$ cat src/rtl/lsu_pkg.sv
// Shared encodings and legality helpers for the MEM-stage load/store sequencer.
package lsu_pkg;

   localparam logic [2:0] F3_B  = 3'b000;
   localparam logic [2:0] F3_H  = 3'b001;
   localparam logic [2:0] F3_W  = 3'b010;
   localparam logic [2:0] F3_BU = 3'b100;
   localparam logic [2:0] F3_HU = 3'b101;

   typedef enum logic [2:0] {
      S_IDLE,
      S_REQ,
      S_WAIT,
      S_DRAIN,
      S_DONE
   } state_t;

   function automatic logic is_misaligned(input logic [2:0] funct3, input logic [1:0] off);
      logic res;
      res = 1'b0;
      case (funct3)
         F3_H, F3_HU: res = off[0];
         F3_W:        res = (off != 2'b00);
         default:     res = 1'b0;
      endcase
      return res;
   endfunction

   // Stores accept only B/H/W; loads reject the three unused encodings.
   function automatic logic is_illegal(input logic [2:0] funct3, input logic we);
      logic res;
      if (we)
         res = !(funct3 inside {F3_B, F3_H, F3_W});
      else
         res = (funct3 inside {3'b011, 3'b110, 3'b111});
      return res;
   endfunction

endpackage

$ cat src/rtl/lsu_align.sv
// Byte-lane steering: store enables/replicated data and load extraction/extension.
module lsu_align
   import lsu_pkg::*;
(
   input  logic [2:0]  funct3,
   input  logic [1:0]  off,
   input  logic [31:0] write_data,
   input  logic [31:0] rdata,
   output logic [3:0]  be,
   output logic [31:0] wdata,
   output logic [31:0] load_data
);

   logic [7:0]  byte_sel;
   logic [15:0] half_sel;

   assign byte_sel = rdata[{off, 3'b000} +: 8];
   assign half_sel = off[1] ? rdata[31:16] : rdata[15:0];

   always_comb begin
      be        = 4'b1111;
      wdata     = write_data;
      load_data = rdata;
      case (funct3)
         F3_B, F3_BU: begin
            be        = 4'b0001 << off;
            wdata     = {4{write_data[7:0]}};
            load_data = (funct3 == F3_B) ? {{24{byte_sel[7]}}, byte_sel} : {24'b0, byte_sel};
         end
         F3_H, F3_HU: begin
            be        = off[1] ? 4'b1100 : 4'b0011;
            wdata     = {2{write_data[15:0]}};
            load_data = (funct3 == F3_H) ? {{16{half_sel[15]}}, half_sel} : {16'b0, half_sel};
         end
         default: begin
            be        = 4'b1111;
            wdata     = write_data;
            load_data = rdata;
         end
      endcase
   end

endmodule

$ cat src/rtl/lsu_ctrl.sv
// MEM-stage load/store sequencer: issues one valid/ready dmem transaction per
// legal access, stalls the pipeline meanwhile, and handles flush and timeout.
//
//   state   | meaning
//   --------+--------------------------------------------------------------
//   S_IDLE  | no transaction; screen new access, capture fields
//   S_REQ   | dmem_req held with captured fields until dmem_gnt
//   S_WAIT  | load granted, waiting for dmem_rvalid
//   S_DRAIN | load was flushed after grant; swallow its rvalid
//   S_DONE  | release stall; pulse LoadValidM for loads
module lsu_ctrl
   import lsu_pkg::*;
#(
   parameter int TIMEOUT = 16,
   parameter int CNT_W   = 5
) (
   input  logic        clk,
   input  logic        rst_n,
   input  logic        MemReadM,
   input  logic        MemWriteM,
   input  logic [2:0]  funct3M,
   input  logic [31:0] AddrM,
   input  logic [31:0] WriteDataM,
   input  logic        FlushM,
   output logic        StallM,
   output logic [31:0] LoadDataM,
   output logic        LoadValidM,
   output logic        ExcM,
   output logic        BusErrM,
   output logic        dmem_req,
   output logic        dmem_we,
   output logic [31:0] dmem_addr,
   output logic [3:0]  dmem_be,
   output logic [31:0] dmem_wdata,
   input  logic        dmem_gnt,
   input  logic        dmem_rvalid,
   input  logic [31:0] dmem_rdata
);

   state_t            state, state_nx;
   logic [CNT_W-1:0]  cnt;
   logic              r_we;
   logic [29:0]       r_addr;
   logic [2:0]        r_f3;
   logic [1:0]        r_off;
   logic [31:0]       r_wd;
   logic [31:0]       load_q;

   logic              acc, bad, tmo, capture, ld_capture;
   logic [3:0]        be_w;
   logic [31:0]       wdata_w, ld_w;

   assign acc = (MemReadM | MemWriteM) & ~FlushM;
   assign bad = is_illegal(funct3M, MemWriteM) | is_misaligned(funct3M, AddrM[1:0]);
   assign tmo = (cnt == CNT_W'(TIMEOUT - 1));

   // Steering works from the captured fields so the bus sees stable lanes.
   lsu_align u_align (
      .funct3     (r_f3),
      .off        (r_off),
      .write_data (r_wd),
      .rdata      (dmem_rdata),
      .be         (be_w),
      .wdata      (wdata_w),
      .load_data  (ld_w)
   );

   always_comb begin
      state_nx   = state;
      StallM     = 1'b0;
      LoadValidM = 1'b0;
      ExcM       = 1'b0;
      BusErrM    = 1'b0;
      capture    = 1'b0;
      ld_capture = 1'b0;
      unique case (state)
         S_IDLE: begin
            if (acc) begin
               if (bad) begin
                  ExcM = 1'b1;
               end else begin
                  StallM   = 1'b1;
                  capture  = 1'b1;
                  state_nx = S_REQ;
               end
            end
         end
         S_REQ: begin
            StallM = 1'b1;
            if (dmem_gnt) begin
               if (r_we)        state_nx = S_DONE;
               else if (FlushM) state_nx = S_DRAIN;
               else             state_nx = S_WAIT;
            end else if (FlushM) begin
               state_nx = S_IDLE;
            end else if (tmo) begin
               BusErrM  = 1'b1;
               StallM   = 1'b0;
               state_nx = S_IDLE;
            end
         end
         S_WAIT: begin
            StallM = 1'b1;
            if (dmem_rvalid) begin
               if (FlushM) begin
                  state_nx = S_IDLE;
               end else begin
                  ld_capture = 1'b1;
                  state_nx   = S_DONE;
               end
            end else if (FlushM) begin
               state_nx = S_DRAIN;
            end else if (tmo) begin
               BusErrM  = 1'b1;
               StallM   = 1'b0;
               state_nx = S_IDLE;
            end
         end
         S_DRAIN: begin
            // A new access waits here so it never overlaps the stale response.
            StallM = acc;
            if (dmem_rvalid || tmo) state_nx = S_IDLE;
         end
         S_DONE: begin
            LoadValidM = ~r_we;
            state_nx   = S_IDLE;
         end
         default: state_nx = S_IDLE;
      endcase
   end

   always_ff @(posedge clk) begin
      if (!rst_n) begin
         state  <= S_IDLE;
         cnt    <= '0;
         r_we   <= 1'b0;
         r_addr <= '0;
         r_f3   <= '0;
         r_off  <= '0;
         r_wd   <= '0;
         load_q <= '0;
      end else begin
         state <= state_nx;
         if (state_nx != state)
            cnt <= '0;
         else if (state inside {S_REQ, S_WAIT, S_DRAIN})
            cnt <= cnt + CNT_W'(1);
         if (capture) begin
            r_we   <= MemWriteM;
            r_addr <= AddrM[31:2];
            r_f3   <= funct3M;
            r_off  <= AddrM[1:0];
            r_wd   <= WriteDataM;
         end
         if (ld_capture)
            load_q <= ld_w;
      end
   end

   assign dmem_req   = (state == S_REQ);
   assign dmem_we    = dmem_req & r_we;
   assign dmem_addr  = dmem_req ? {r_addr, 2'b00} : '0;
   assign dmem_be    = dmem_req ? be_w : '0;
   assign dmem_wdata = dmem_req ? wdata_w : '0;
   assign LoadDataM  = load_q;

endmodule
$ cat config.mk
export PLATFORM = sky130hd
export DESIGN_NAME = lsu_ctrl
export DESIGN_NICKNAME = d
export VERILOG_FILES = /design/src/rtl/lsu_pkg.sv /design/src/rtl/lsu_align.sv /design/src/rtl/lsu_ctrl.sv
export SDC_FILE = /design/constraint.sdc
export NUM_CORES = 1
export LEC_CHECK = 0
export CORE_MARGIN = 2
export CORE_UTILIZATION = 25
export DETAILED_ROUTE_END_ITERATION = 8
export SYNTH_ARGS = -nofsm -noshare
export SYNTH_HDL_FRONTEND = slang
export SYNTH_SLANG_ARGS = --single-unit
$ cat constraint.sdc
create_clock -name clk -period 2.7 [get_ports clk]
set_clock_uncertainty 0.2 [all_clocks]
set_input_delay 0.54 -clock clk [delete_from_list [all_inputs] [get_ports clk]]
set_output_delay 0.54 -clock clk [all_outputs]
set_load 0.005 [all_outputs]
=== Yosys cells after proc, flatten, opt, wreduce, memory -nomap -nowiden ===
Index checks and enable logic that the tools add are counted.

* Shift-type cells: 2
* Reduce and logical (&&, ||, !) cells: 13
* Muxes and demuxes: 44
* Bitwise logic cells: 7
* $add $sub $neg: 1
* Equal/unequal tests: 15

{| class="wikitable"
|+ Operators with widths
! cell !! number
|-
| $mux 32 || 4
|-
| $pmux 32 s2 || 2
|-
| $shiftx 32x6->8 || 1
|-
| $mux 3 || 10
|-
| $mux 1 || 20
|-
| $eq 3x3->1 const B || 6
|-
| $mux 16 || 1
|-
| $eq 3x2->1 const B || 4
|-
| $pmux 3 s4 || 1
|-
| $eq 3x1->1 const B || 3
|-
| $logic_not 3->1 || 3
|-
| $reduce_bool 3->1 || 3
|-
| $mux 4 || 2
|-
| $pmux 4 s2 || 1
|-
| $reduce_or 2->1 || 4
|-
| $add 5x1->5 const B || 1
|-
| $eq 5x4->1 const B || 1
|-
| $pmux 1 s2 || 2
|-
| $pmux 1 s4 || 1
|-
| $shl 1x2->4 const A || 1
|-
| $ne 3x3->1 || 1
|-
| $not 1->1 || 3
|-
| $and 1x1->1 || 2
|-
| $or 1x1->1 || 2
|-
| other kinds (3) || 3
|}

* Word-level logic and storage cells: 90
* Register bits: 108
* Input port bits: 106
* Output and inout port bits: 106

=== Logic depth before layout (Yosys ltp) ===
Gate-level depths: netlist of the first run.

* Word-level depth: 10
* Mapped depth: 8
* Mapped depth without buffers: 7

=== By module ===
A second synthesis of the first run with hierarchy kept.

* Cell total of the unflattened synthesis: 775
* Area total of the unflattened synthesis: 5911.9 um2

{| class="wikitable"
|+ By module, submodules not included
! module !! seq. area each (um2) !! area an instance (um2) !! instances !! cells each
|-
| lsu_ctrl || 2162.1 || 4699.5 || 1 || 589
|-
| lsu_align || 0.0 || 1212.4 || 1 || 186
|}

=== Least setup slack after synthesis of the first run ===
Ideal clock, no wire load.

* Path type: input-to-reg
* From: input AddrM[0]
* To: register r_addr[20]
* Buffers on the path: 2
* Required time: 2.378 ns
* Arrival: 2.119 ns
* Slack: 0.259 ns
* Stages: 6
* Library setup time: 0.122 ns
* Path through: or4_4 a2111o_1 clkbuf_1 clkbuf_1 nand2_1 a21boi_0

* Longest elaborated chain between the ends: 6

{| class="wikitable"
|+ RTL lines
! element !! RTL line !! RTL
|-
| start, declared || lsu_ctrl.sv:22 || <nowiki>input logic [31:0] AddrM,</nowiki>
|-
| $reduce_bool 2->1 || lsu_pkg.sv:23 || <nowiki>F3_W: res = (off != 2'b00);</nowiki>
|-
| $pmux 1 s2 (*) || lsu_pkg.sv:21 || <nowiki>case (funct3)</nowiki>
|-
| $or 1x1->1 (*) || lsu_ctrl.sv:54 || <nowiki>assign bad = is_illegal(funct3M, MemWriteM) | is_misaligned(funct3M, AddrM[1:0]);</nowiki>
|-
| $mux 1 (*) || lsu_ctrl.sv:79 || <nowiki>if (bad) begin</nowiki>
|-
| $mux 1 (*) || lsu_ctrl.sv:78 || <nowiki>if (acc) begin</nowiki>
|-
| $mux 1 (*) || lsu_ctrl.sv:76 || <nowiki>unique case (state)</nowiki>
|-
| end signal, assigned || lsu_ctrl.sv:150 || <nowiki>r_addr <= AddrM[31:2];</nowiki>
|-
| end, declared || lsu_ctrl.sv:43 || <nowiki>logic [29:0] r_addr;</nowiki>
|}

Every way passes the cells marked *; elsewhere a longest branch is shown, timed or not.
A chain may end at the register's enable or synchronous reset.

=== Worst setup path after layout of the first run ===
* From: input AddrM[1]
* To: output StallM

* Longest elaborated chain between the ends: 6

{| class="wikitable"
|+ RTL lines
! element !! RTL line !! RTL
|-
| $reduce_bool 2->1 || lsu_pkg.sv:23 ||
|-
| $pmux 1 s2 || lsu_pkg.sv:21 ||
|-
| $or 1x1->1 || lsu_ctrl.sv:54 ||
|-
| $mux 1 || lsu_ctrl.sv:79 ||
|-
| $mux 1 || lsu_ctrl.sv:78 ||
|-
| $pmux 1 s4 || lsu_ctrl.sv:76 ||
|-
| end, declared || lsu_ctrl.sv:25 || <nowiki>output logic StallM,</nowiki>
|}

Every way passes these cells.

==> run_results.csv, run 1 <==
group,metric,value,unit
logic_synthesis,synthCells,700,
logic_synthesis,seq_area_frac_synth,39.5,%
layout,final_cells,1209,
placed_design,hpwlAfterDp,13600,um
clocking,clk_latency,0.35,ns
logic_synthesis,synth_area,5470,um2
sta,rsz0062_at_grt,"true",
global_routing,grt_pass1_vias,5534,
detailed_routing,ant_nets,0,
global_routing,grt_usage,16.6,%
detailed_routing,drt_iter0_markers,266,
worst_setup_path,crit_chain,"clkdlybuf4s50_1 > or4_4 > a211oi_2 > o31a_1 > buf_2",
die,rows,54,
logic_synthesis,postSynth.asyncResetShare,0,%
clocking,clkSinkCount,108,
placed_design,gp_congestion,0.783,
detailed_routing,dr.pass1.iters,4,
sta,worst_pin_slew,0.619,ns
logic_synthesis,yosysWarnings,0,
power_and_ir_drop,p_per_area,430,nW/um2
logic_synthesis,yosysMostFrequentCell,"nand2_1",
logic_synthesis,synthDistinctLibCells,50,
sta,period_minus_slack,2.70,ns
worst_setup_path,slowest_delay,0.49,ns
worst_setup_path,worstPathMaxFanout,2,
flow_run,cap_viol_max_count,0,
sta,hold_viol,0,
die,dieArea,23100,um2
logic_synthesis,synth_top_cell_by_area,"dfxtp_1",
logic_synthesis,synth_edf_count,0,
layout,nNetsFinal,1031,
detailed_routing,wl_per_cell,16.1,um
clocking,cts_max_level,3,
clocking,holdBufCountCts,0,
layout,synthToLayoutAreaGrowth,55.5,%
worst_setup_path,worstSetupEndpointType,"output pin",
sta,max_freq,0.371,GHz
worst_setup_path,cp-start-kind,"input pin",
sta,setup-violations-final,0,
logic_synthesis,synth-seq-cells,108,
sta,hold_slack,0.248,ns
global_routing,antenna_found_initial,1,
die,fp.coreArea,21700,um2
detailed_routing,vias,5540,
power_and_ir_drop,vdd_ir_drop_max,0.260,mV
power_and_ir_drop,p_leak,3.36,nW
detailed_routing,drc_errors,0,
clocking,cts_buffers,9,
layout,multi_input_area,3110,um2
worst_setup_path,cpMaxStageDelayCell,"or4_4",
sta,fin_crit_sh,99.9,%
sta,relSlewSlack,58.4,%
run_status,status,"completed",
logic_synthesis,ys.flop_type,"dfxtp_1",
clocking,clk_pin_slew_worst_paths,0.07,ns
hold_path,min_path_type,"flip-flop to flip-flop",
worst_setup_path,setup.worst_path.class,"input pin to output pin",
global_routing,grt_max_degree,40,
die,io_pins,212,
die,start_util,25.2,%
logic_synthesis,yosysTopAreaCellShare,39.5,%
placed_design,placed_cells,1176,
logic_synthesis,synth_commonest_cells,"181 x nand2_1, 108 x dfxtp_1, 65 x a21boi_0, 43 x nor2_1",
logic_synthesis,syn_avg_cell_area,7.82,um2
die,fp.dieW,152,um
worst_setup_path,required,1.96,ns
sta,final-max-slew-violation-count,0,
layout,fin_util,39.2,%
worst_setup_path,arrival,1.96,ns
power_and_ir_drop,finalPower,0.00366,W
layout,drive_above_1_share,15.5,%
clocking,clockBufferDepth,2,
global_routing,grt_pass1_wl,30900,um
layout,seqCellArea,2170,um2
layout,fillers,2272,
logic_synthesis,synthTopCellsByArea,"dfxtp_1 39%, nand2_1 12%, a21boi_0 8.9%, mux2i_1 6.2%, and2_1 4.6%",
placed_design,port_buffers,209,
die,chipHeight,152,um
detailed_routing,routed_wl,19500,um
global_routing,grt_overflow_total,0,
clocking,cts_root_buffer,"clkbuf_16",
clocking,cts_tree,"yes",
detailed_routing,avgViaCountPerCell,4.58,
sta,setup_tns,0,ns
==> final cells by class <==
cell class / instances / area share [%]
multi-input cells: 527 / 36.5
repair buffers: 270 / 29.8
flip-flops and latches: 108 / 25.5
well taps: 280 / 4.12
clock buffers: 11 / 2.97
clock inverters: 5 / 0.691
inverters: 7 / 0.368
diodes: 1 / 0.0294
==> kinds of logic (layout without fill, tap and decap cells) <==
| group | Yosys count | after routing | share of synthesized area, % |
|---|---|---|---|
| AO/OA/AOI/OAI | 183 | 183 | 23.2 |
| XOR/XNOR | 4 | 4 | 0.640 |
| adder cells (fa/ha/maj) | 2 | 2 | 0.457 |
| buffers and inverters | 66 | 293 | 4.96 |
| flip-flops | 108 | 108 | 39.5 |
| multiplexers | 37 | 37 | 7.04 |
| other | 1 | 3 | 0.0685 |
| AND/OR/NAND/NOR | 299 | 299 | 24.1 |
==> cell usage in the layout (no fill, tap or decap), drive strengths merged, types with 3 or more instances in the layout <==
cell type and count:
clkdlybuf4s15 8, a21oi 40, nand3 3, and3 3, nand2 181, a221oi 7, clkbuf 28, a21boi 76
clkdlybuf4s50 134, and2 40, clkinv 3, a211oi 5, dfxtp 108, mux2i 34, nor3 4, nor2b 8
o21ai 26, nor2 43, buf 74, dlygate4sd2 31, inv 7, o221ai 7, xnor2 3, nand2b 5
dlymetal6s2s 3, bufbuf 3, a22o 7
==> through the flow <==
| step | setup WS [ns] | instance area (um2) |
|---|---|---|
| floorplan | 0.259 | 5480 |
| global placement | -0.526 | 8070 |
| detailed placement | -0.527 | 8070 |
| CTS | -0.120 | 8570 |
| global route | -0.0535 | 8510 |
| finish | 0.00295 | 8510 |
==> critical path: cells and delay by family <==
family | cells | cell delay [ns]
AND/OR/NAND/NOR | 1 | 0.49
AO/OA/AOI/OAI | 2 | 0.38
buffers and inverters | 2 | 0.54
==> report_power, final <==
part           internal [W]  switching [W]  leakage [nW]
sequential          0.00164      0.0000331         0.876
combinational      0.000313       0.000249          2.33
clock              0.000775       0.000647         0.153
total               0.00273       0.000929          3.36
==> registers in the layout, indices dropped and copies added, names as in the netlist <==
name and flops:
state 3, r_we 1, r_wd 32, r_addr 30, cnt 5, LoadDataM 32, r_f3 3, r_off 2
==> metal layers <==
layer / part of all wire [%] / up-vias / GRT usage [%]
li1: - / 2806 / -
met1: 46 / 2572 / 21.5
met2: 47 / 144 / 27.2
met3: 5.6 / 18 / 4.93
met4: 1.5 / 0 / 4.05
met5: 0 / - / 0
==> final timing paths <==
path	start	end	slack (ns)	depth (start not counted)
max	AddrM[1]	StallM	0.003	5
min	r_addr[11]$_SDFFE_PN0P_	r_addr[11]$_SDFFE_PN0P_	0.25	2
max reg2reg	cnt[0]$_SDFFE_PP0N_	cnt[3]$_SDFFE_PP0N_	0.19	7
min reg2reg	r_addr[11]$_SDFFE_PN0P_	r_addr[11]$_SDFFE_PN0P_	0.25	2
==> repair_timing <==
item,4_1_cts,5_1_grt
cloned,4,0
pin swaps,3,3
resized for setup,147,51
setup buffers,11,2
endpoints found under the setup margin,77,70
(Power assumes the default switching activity.)
==> inputs of run 2 (changes only) <==
Settings changed: SETUP_SLACK_MARGIN set to 0.05.
==> run 2 against run 1 <==
  * Register-to-register slack improved by 0.06 ns
  * First-iteration DRC count increased by 12%
  * Global-route usage decreased by 0.29 points
  * Clock-buffer cell count unchanged
  * Critical path depth unchanged
  * Setup slack improved by 0.11 ns
  * Critical endpoint is now dmem_wdata[20]
  * Wire length decreased by 0.52%
  * Clock power about the same
==> run_results.csv, run 2 (synthesized netlist as in run 1, its figures left out) <==
group,metric,value,unit
die,io_pins,212,
sta,worst_pin_slew,0.621,ns
detailed_routing,ant_nets,0,
sta,period_minus_slack,2.59,ns
worst_setup_path,slowest_delay,0.45,ns
worst_setup_path,required,1.96,ns
layout,final_cell_area,8450,um2
clocking,cts_tree,"yes",
worst_setup_path,worstPathMaxFanout,12,
hold_path,min_path_type,"flip-flop to flip-flop",
worst_setup_path,cpMaxStageDelayCell,"or3b_4",
layout,nNetsFinal,1032,
worst_setup_path,crit_chain,"or3b_4 > buf_4 > clkbuf_16 > nor2_1 > dlygate4sd2_1",
detailed_routing,avgViaCountPerCell,4.57,
global_routing,grt_pass1_wl,30400,um
global_routing,antenna_found_initial,1,
sta,setup-violations-final,0,
clocking,cts_root_buffer,"clkbuf_16",
detailed_routing,routed_wl,19400,um
sta,relSlewSlack,58.2,%
detailed_routing,drt_iter0_markers,298,
die,dieArea,23100,um2
die,rows,54,
sta,final-max-slew-violation-count,0,
detailed_routing,drc_errors,0,
layout,layout_common_cells,"181 x nand2_1, 130 x clkdlybuf4s50_1, 101 x dfxtp_1",
power_and_ir_drop,vdd_ir_drop_max,0.260,mV
global_routing,grt_pass1_vias,5475,
sta,setup_tns,0,ns
global_routing,grt_usage,16.3,%
die,start_util,25.2,%
detailed_routing,wl_per_cell,16.0,um
clocking,clk_pin_slew_worst_paths,0.07,ns
power_and_ir_drop,p_per_area,432,nW/um2
global_routing,grt_overflow_total,0,
placed_design,hpwlAfterDp,13600,um
power_and_ir_drop,finalPower,0.00365,W
layout,synthToLayoutAreaGrowth,54.3,%
global_routing,grt_max_degree,40,
placed_design,gp_congestion,0.783,
run_status,status,"completed",
worst_setup_path,worstSetupEndpointType,"output pin",
sta,finalWorstSetupSlack,0.113,ns
worst_setup_path,arrival,1.85,ns
layout,layout_commonest_cell,"nand2_1",
clocking,clk_latency,0.35,ns
die,fp.coreArea,21700,um2
clocking,cts_buffers,9,
clocking,clkSinkCount,108,
die,chipHeight,152,um
placed_design,port_buffers,209,
worst_setup_path,cp-start-kind,"flip-flop",
layout,drive_above_1_share,16.5,%
sta,fin_crit_sh,95.8,%
power_and_ir_drop,p_leak,3.35,nW
clocking,clockBufferDepth,2,
placed_design,pre_cts_slack,-0.527,ns
detailed_routing,dr.pass1.iters,5,
layout,fillers,2283,
placed_design,placed_cells,1176,
sta,max_freq,0.386,GHz
sta,rsz0062_at_grt,"false",
flow_run,cap_viol_max_count,0,
clocking,holdBufCountCts,0,
detailed_routing,vias,5524,
sta,hold_viol,0,
placed_design,placed_area,8070,um2
layout,final_cells,1210,
die,fp.dieW,152,um
clocking,cts_max_level,3,
worst_setup_path,setup.worst_path.class,"flip-flop to output pin",
[run 2: cell types whose count changed in the layout (fill, tap and decap cells not counted), sizes merged]
cell and delta:
clkdlybuf4s15 -5, clkbuf +3, bufbuf -3, clkdlybuf4s50 -4, dlymetal6s2s +1, buf +9
[run 2: final timing paths]
kind / startpoint / endpoint / slack [ns] / cells after the start
setup / recovery: state[2]$_SDFF_PN0_ / dmem_wdata[20] / 0.11 / 5
hold / removal: r_addr[11]$_SDFFE_PN0P_ / r_addr[11]$_SDFFE_PN0P_ / 0.25 / 2
setup reg to reg: cnt[0]$_SDFFE_PP0N_ / cnt[3]$_SDFFE_PP0N_ / 0.25 / 7
hold reg to reg: r_addr[11]$_SDFFE_PN0P_ / r_addr[11]$_SDFFE_PN0P_ / 0.25 / 2
[run 2: what timing repair did]
action,CTS,global route
resized for setup,162,62
endpoints found under the hold margin,0,0
setup endpoints to repair,111,63
pin swaps,3,5
setup buffers,9,6
cloned,2,1
[run 2: stage by stage]
stage,hold WS (ns),util (%)
finish,0.249,38.9
global placement,0.237,37.2
CTS,0.253,38.9
detailed placement,0.242,37.2
global route,0.271,38.9
floorplan,0.230,-
[run 2: final cells by class]
type / count / area [um2] / share of cell area (%)
Clock buffer: 11 / 253 / 2.99
Antenna cell: 1 / 2.50 / 0.0296
Timing Repair Buffer: 271 / 2490 / 29.5
Clock inverter: 5 / 58.8 / 0.696
Tap cell: 280 / 350 / 4.15
Inverter: 7 / 31.3 / 0.370
Sequential cell: 108 / 2170 / 25.7
Multi-Input combinational cell: 527 / 3090 / 36.6
[run 2: critical path: cells and delay by family, from the launching register on]
kind                   cells  cell delay (ns)
buffers and inverters      3             0.58
AND/OR/NAND/NOR            2             0.57
flip-flops                 1             0.33
[run 2: per-layer routing]
metal  wire, um  track usage, %  share of wire, %
met1       9080            21.1                47
met2       8960            26.5                46
met3       1090            4.96               5.6
met4        278            4.23               1.4
met5          0               0                 0
[run 2: report_power, final]
part | internal (W) | switching [W] | leakage, nW
logic | 0.000305 | 0.000248 | 2.32
clock network | 0.000775 | 0.000647 | 0.153
registers | 0.00164 | 0.0000331 | 0.878
total | 0.00272 | 0.000928 | 3.35
==> inputs of run 3 (changes only) <==
Settings changed: ABC_AREA set to 1, REMOVE_ABC_BUFFERS set to 1.
==> run 3 against run 2 <==
  * Non-clock buffer count down 30
  * Setup slack got worse by 0.013 ns
  * Via count is 3.7% higher
  * Combinational power rose by 12%
  * Global-route usage increased by 0.62 points
  * Clock-buffer cell count down 1
  * Clock power shrank 7%
  * Synthesized cell count rose by 11%
  * First-iteration DRC count shrank 4.4%
  * Largest power group unchanged
==> run_results.csv, run 3 <==
group,metric,value,unit
run_status,status,"completed",
detailed_routing,routed_wl,19000,um
layout,synthToLayoutAreaGrowth,54.9,%
sta,final-max-slew-violation-count,0,
worst_setup_path,arrival,1.86,ns
logic_synthesis,syn_avg_cell_area,6.67,um2
clocking,clockBufferDepth,2,
layout,fin_util,39.7,%
sta,rsz0062_at_grt,"true",
sta,finalWorstSetupSlack,0.0992,ns
worst_setup_path,worstPathMaxFanout,3,
power_and_ir_drop,seqPwrFrac,46.7,%
detailed_routing,avgViaCountPerCell,4.55,
power_and_ir_drop,internal-power,0.00260,W
placed_design,gp_congestion,0.881,
hold_path,worstHoldPathCells,2,
logic_synthesis,synthDistinctLibCells,32,
placed_design,hpwlAfterDp,13400,um
logic_synthesis,yosysTopAreaCellShare,41.6,%
worst_setup_path,required,1.96,ns
logic_synthesis,synth_edf_count,0,
placed_design,port_buffers,209,
sta,hold_slack,0.252,ns
layout,nNetsFinal,1092,
die,start_util,25.6,%
power_and_ir_drop,p_leak,3.38,nW
global_routing,antenna_found_initial,0,
clocking,clk_pin_slew_worst_paths,0.08,ns
logic_synthesis,yosysWarnings,0,
power_and_ir_drop,vdd_ir_drop_max,0.311,mV
sta,period_minus_slack,2.60,ns
clocking,cts_tree,"yes",
global_routing,grt_pass1_wl,29200,um
power_and_ir_drop,sw_frac_of_total,28.4,%
worst_setup_path,cp.depth,6,
die,chipHeight,148,um
die,rows,52,
global_routing,grt_usage,16.9,%
placed_design,placed_area,7670,um2
clocking,clkSinkCount,108,
logic_synthesis,synthCells,780,
placed_design,pre_cts_slack,-0.267,ns
global_routing,grt_pass1_vias,5467,
worst_setup_path,worstSetupEndpointType,"output pin",
detailed_routing,wl_per_cell,15.1,um
die,io_pins,212,
sta,worst_pin_slew,0.574,ns
worst_setup_path,setup.worst_path.class,"input pin to output pin",
logic_synthesis,ys.flop_type,"dfxtp_1",
power_and_ir_drop,power_switching,0.00103,W
die,fp.dieW,148,um
worst_setup_path,worstRegToRegCells,11,
logic_synthesis,synthTopCellsByArea,"dfxtp_1 42%, nor2_1 13%, o21ai_0 9.1%, a21oi_1 8.6%, inv_1 5.8%",
die,fp.coreArea,20300,um2
logic_synthesis,synth_top_cell_by_area,"dfxtp_1",
clocking,cts_buffers,9,
power_and_ir_drop,combinationalPowerShare,17.0,%
sta,hold_viol,0,
worst_setup_path,path_buf_inv,2,
detailed_routing,ant_nets,0,
global_routing,grt_overflow_total,0,
clocking,clk_latency,0.35,ns
detailed_routing,drt_iter0_markers,285,
power_and_ir_drop,pwr-share-clk,36.4,%
sta,fin_crit_sh,96.3,%
layout,layout_commonest_cell,"clkdlybuf4s50_1",
detailed_routing,drc_errors,0,
clocking,holdBufCountCts,0,
power_and_ir_drop,p_per_area,451,nW/um2
global_routing,grt_max_degree,90,
layout,layout_common_cells,"179 x clkdlybuf4s50_1, 171 x nor2_1, 102 x dfxtp_1",
layout,fillers,2164,
layout,final_cell_area,8060,um2
clocking,cts_max_level,3,
worst_setup_path,cpMaxStageDelayCell,"clkdlybuf4s50_1",
worst_setup_path,crit_chain,"clkdlybuf4s50_1 > o21ai_0 > nor2_1 > nand2_4 > o211ai_1 > dlygate4sd2_1",
logic_synthesis,seq_area_frac_synth,41.6,%
layout,antenna_cells,0,
hold_path,min_path_type,"flip-flop to flip-flop",
logic_synthesis,postSynth.asyncResetShare,0,%
layout,drive_above_1_share,8.19,%
detailed_routing,dr.pass1.iters,5,
logic_synthesis,synth_commonest_cells,"178 x nor2_1, 108 x dfxtp_1, 95 x o21ai_0, 89 x a21oi_1, 80 x inv_1",
clocking,cts_root_buffer,"clkbuf_16",
sta,setup_tns,0,ns
detailed_routing,vias,5731,
sta,max_freq,0.385,GHz
logic_synthesis,synth_area,5200,um2
worst_setup_path,cp-start-kind,"input pin",
worst_setup_path,crit_family,"buffers and inverters",
logic_synthesis,yosysMostFrequentCell,"nor2_1",
sta,setup-violations-final,0,
flow_run,cap_viol_max_count,0,
die,dieArea,22000,um2
logic_synthesis,synth-seq-cells,108,
sta,relSlewSlack,61.6,%
worst_setup_path,slowest_delay,0.42,ns
## run 3: changes by cell type after synthesis, moves of 14 or more
cell      delta
clkbuf_1    -14
o21ai_0     +69
a21boi_0    -65
inv_1       +73
nand2_1    -103
and2_1      -39
nand3_1     +25
o22ai_1     +15
mux2i_1     -34
a21oi_1     +49
nor2_1     +135
## run 3: cell families after synthesis
kind of cell	after synthesis	share of synthesized area, %
compound gates	227	22.9
flops	108	41.6
simple gates	301	23.4
buf+inv	138	11.0
xor+xnor	3	0.505
other cells	1	0.0721
fa+ha+maj	2	0.481
## run 3: per-layer routing
| metal | global-route usage [%] | share of wire [%] | vias up |
|---|---|---|---|
| li1 | - | - | 2942 |
| met1 | 21.2 | 44 | 2544 |
| met2 | 27.5 | 44 | 223 |
| met3 | 5.92 | 9.5 | 22 |
| met4 | 5.33 | 2.1 | 0 |
| met5 | 0 | 0 | - |
## run 3: path summary, 6_finish.rpt
check	from	to	slack, ns
setup / recovery	MemReadM	StallM	0.1
hold / removal	r_addr[23]$_SDFFE_PN0P_	r_addr[23]$_SDFFE_PN0P_	0.25
setup reg to reg	cnt[0]$_SDFFE_PP0N_	cnt[1]$_SDFFE_PP0N_	0.74
hold reg to reg	r_addr[23]$_SDFFE_PN0P_	r_addr[23]$_SDFFE_PN0P_	0.25
## run 3: worst register-to-register path, cell delays in order, from the launching register on
cell	delay, ns
dfxtp_2	0.34
ha_1	0.20
and3_4	0.19
ha_4	0.16
o21ai_0	0.20
nand3_1	0.11
nand2_1	0.08
nor2_1	0.05
nand2_1	0.05
nand2_1	0.05
nand2_1	0.17
nor2_1	0.06
## run 3: through the flow
step	power, W	instances
CTS	0.00368	1257
global placement	0.00234	1240
global route	0.00382	1259
finish	0.00363	1259
floorplan	0.00198	731
detailed placement	0.00234	1240
## run 3: cell type report
cell class / count / area (um2) / share of cell area, %
Inverter: 88 / 330 / 4.10
Clock inverter: 6 / 53.8 / 0.668
Timing Repair Buffer: 241 / 2390 / 29.7
Clock buffer: 10 / 229 / 2.84
Tap cell: 270 / 338 / 4.19
Timing Repair inverter: 1 / 7.51 / 0.0932
Sequential cell: 108 / 2170 / 26.9
Multi-Input combinational cell: 535 / 2530 / 31.5
## run 3: power by group through the flow
stage / combinational (W) / sequential (W) / clock, W
after floorplan: 0.000252 / 0.00173 / 0
final: 0.000617 / 0.00170 / 0.00132
after CTS: 0.000616 / 0.00169 / 0.00137
after detailed placement: 0.000613 / 0.00173 / 0
after global placement: 0.000609 / 0.00173 / 0
after global routing: 0.000686 / 0.00170 / 0.00143
## run 3: repair_timing
item,in CTS,in global routing
pin swaps,1,0
setup buffers,0,1
endpoints found under the setup margin,67,24
cloned,1,1
gates resized for setup,39,22
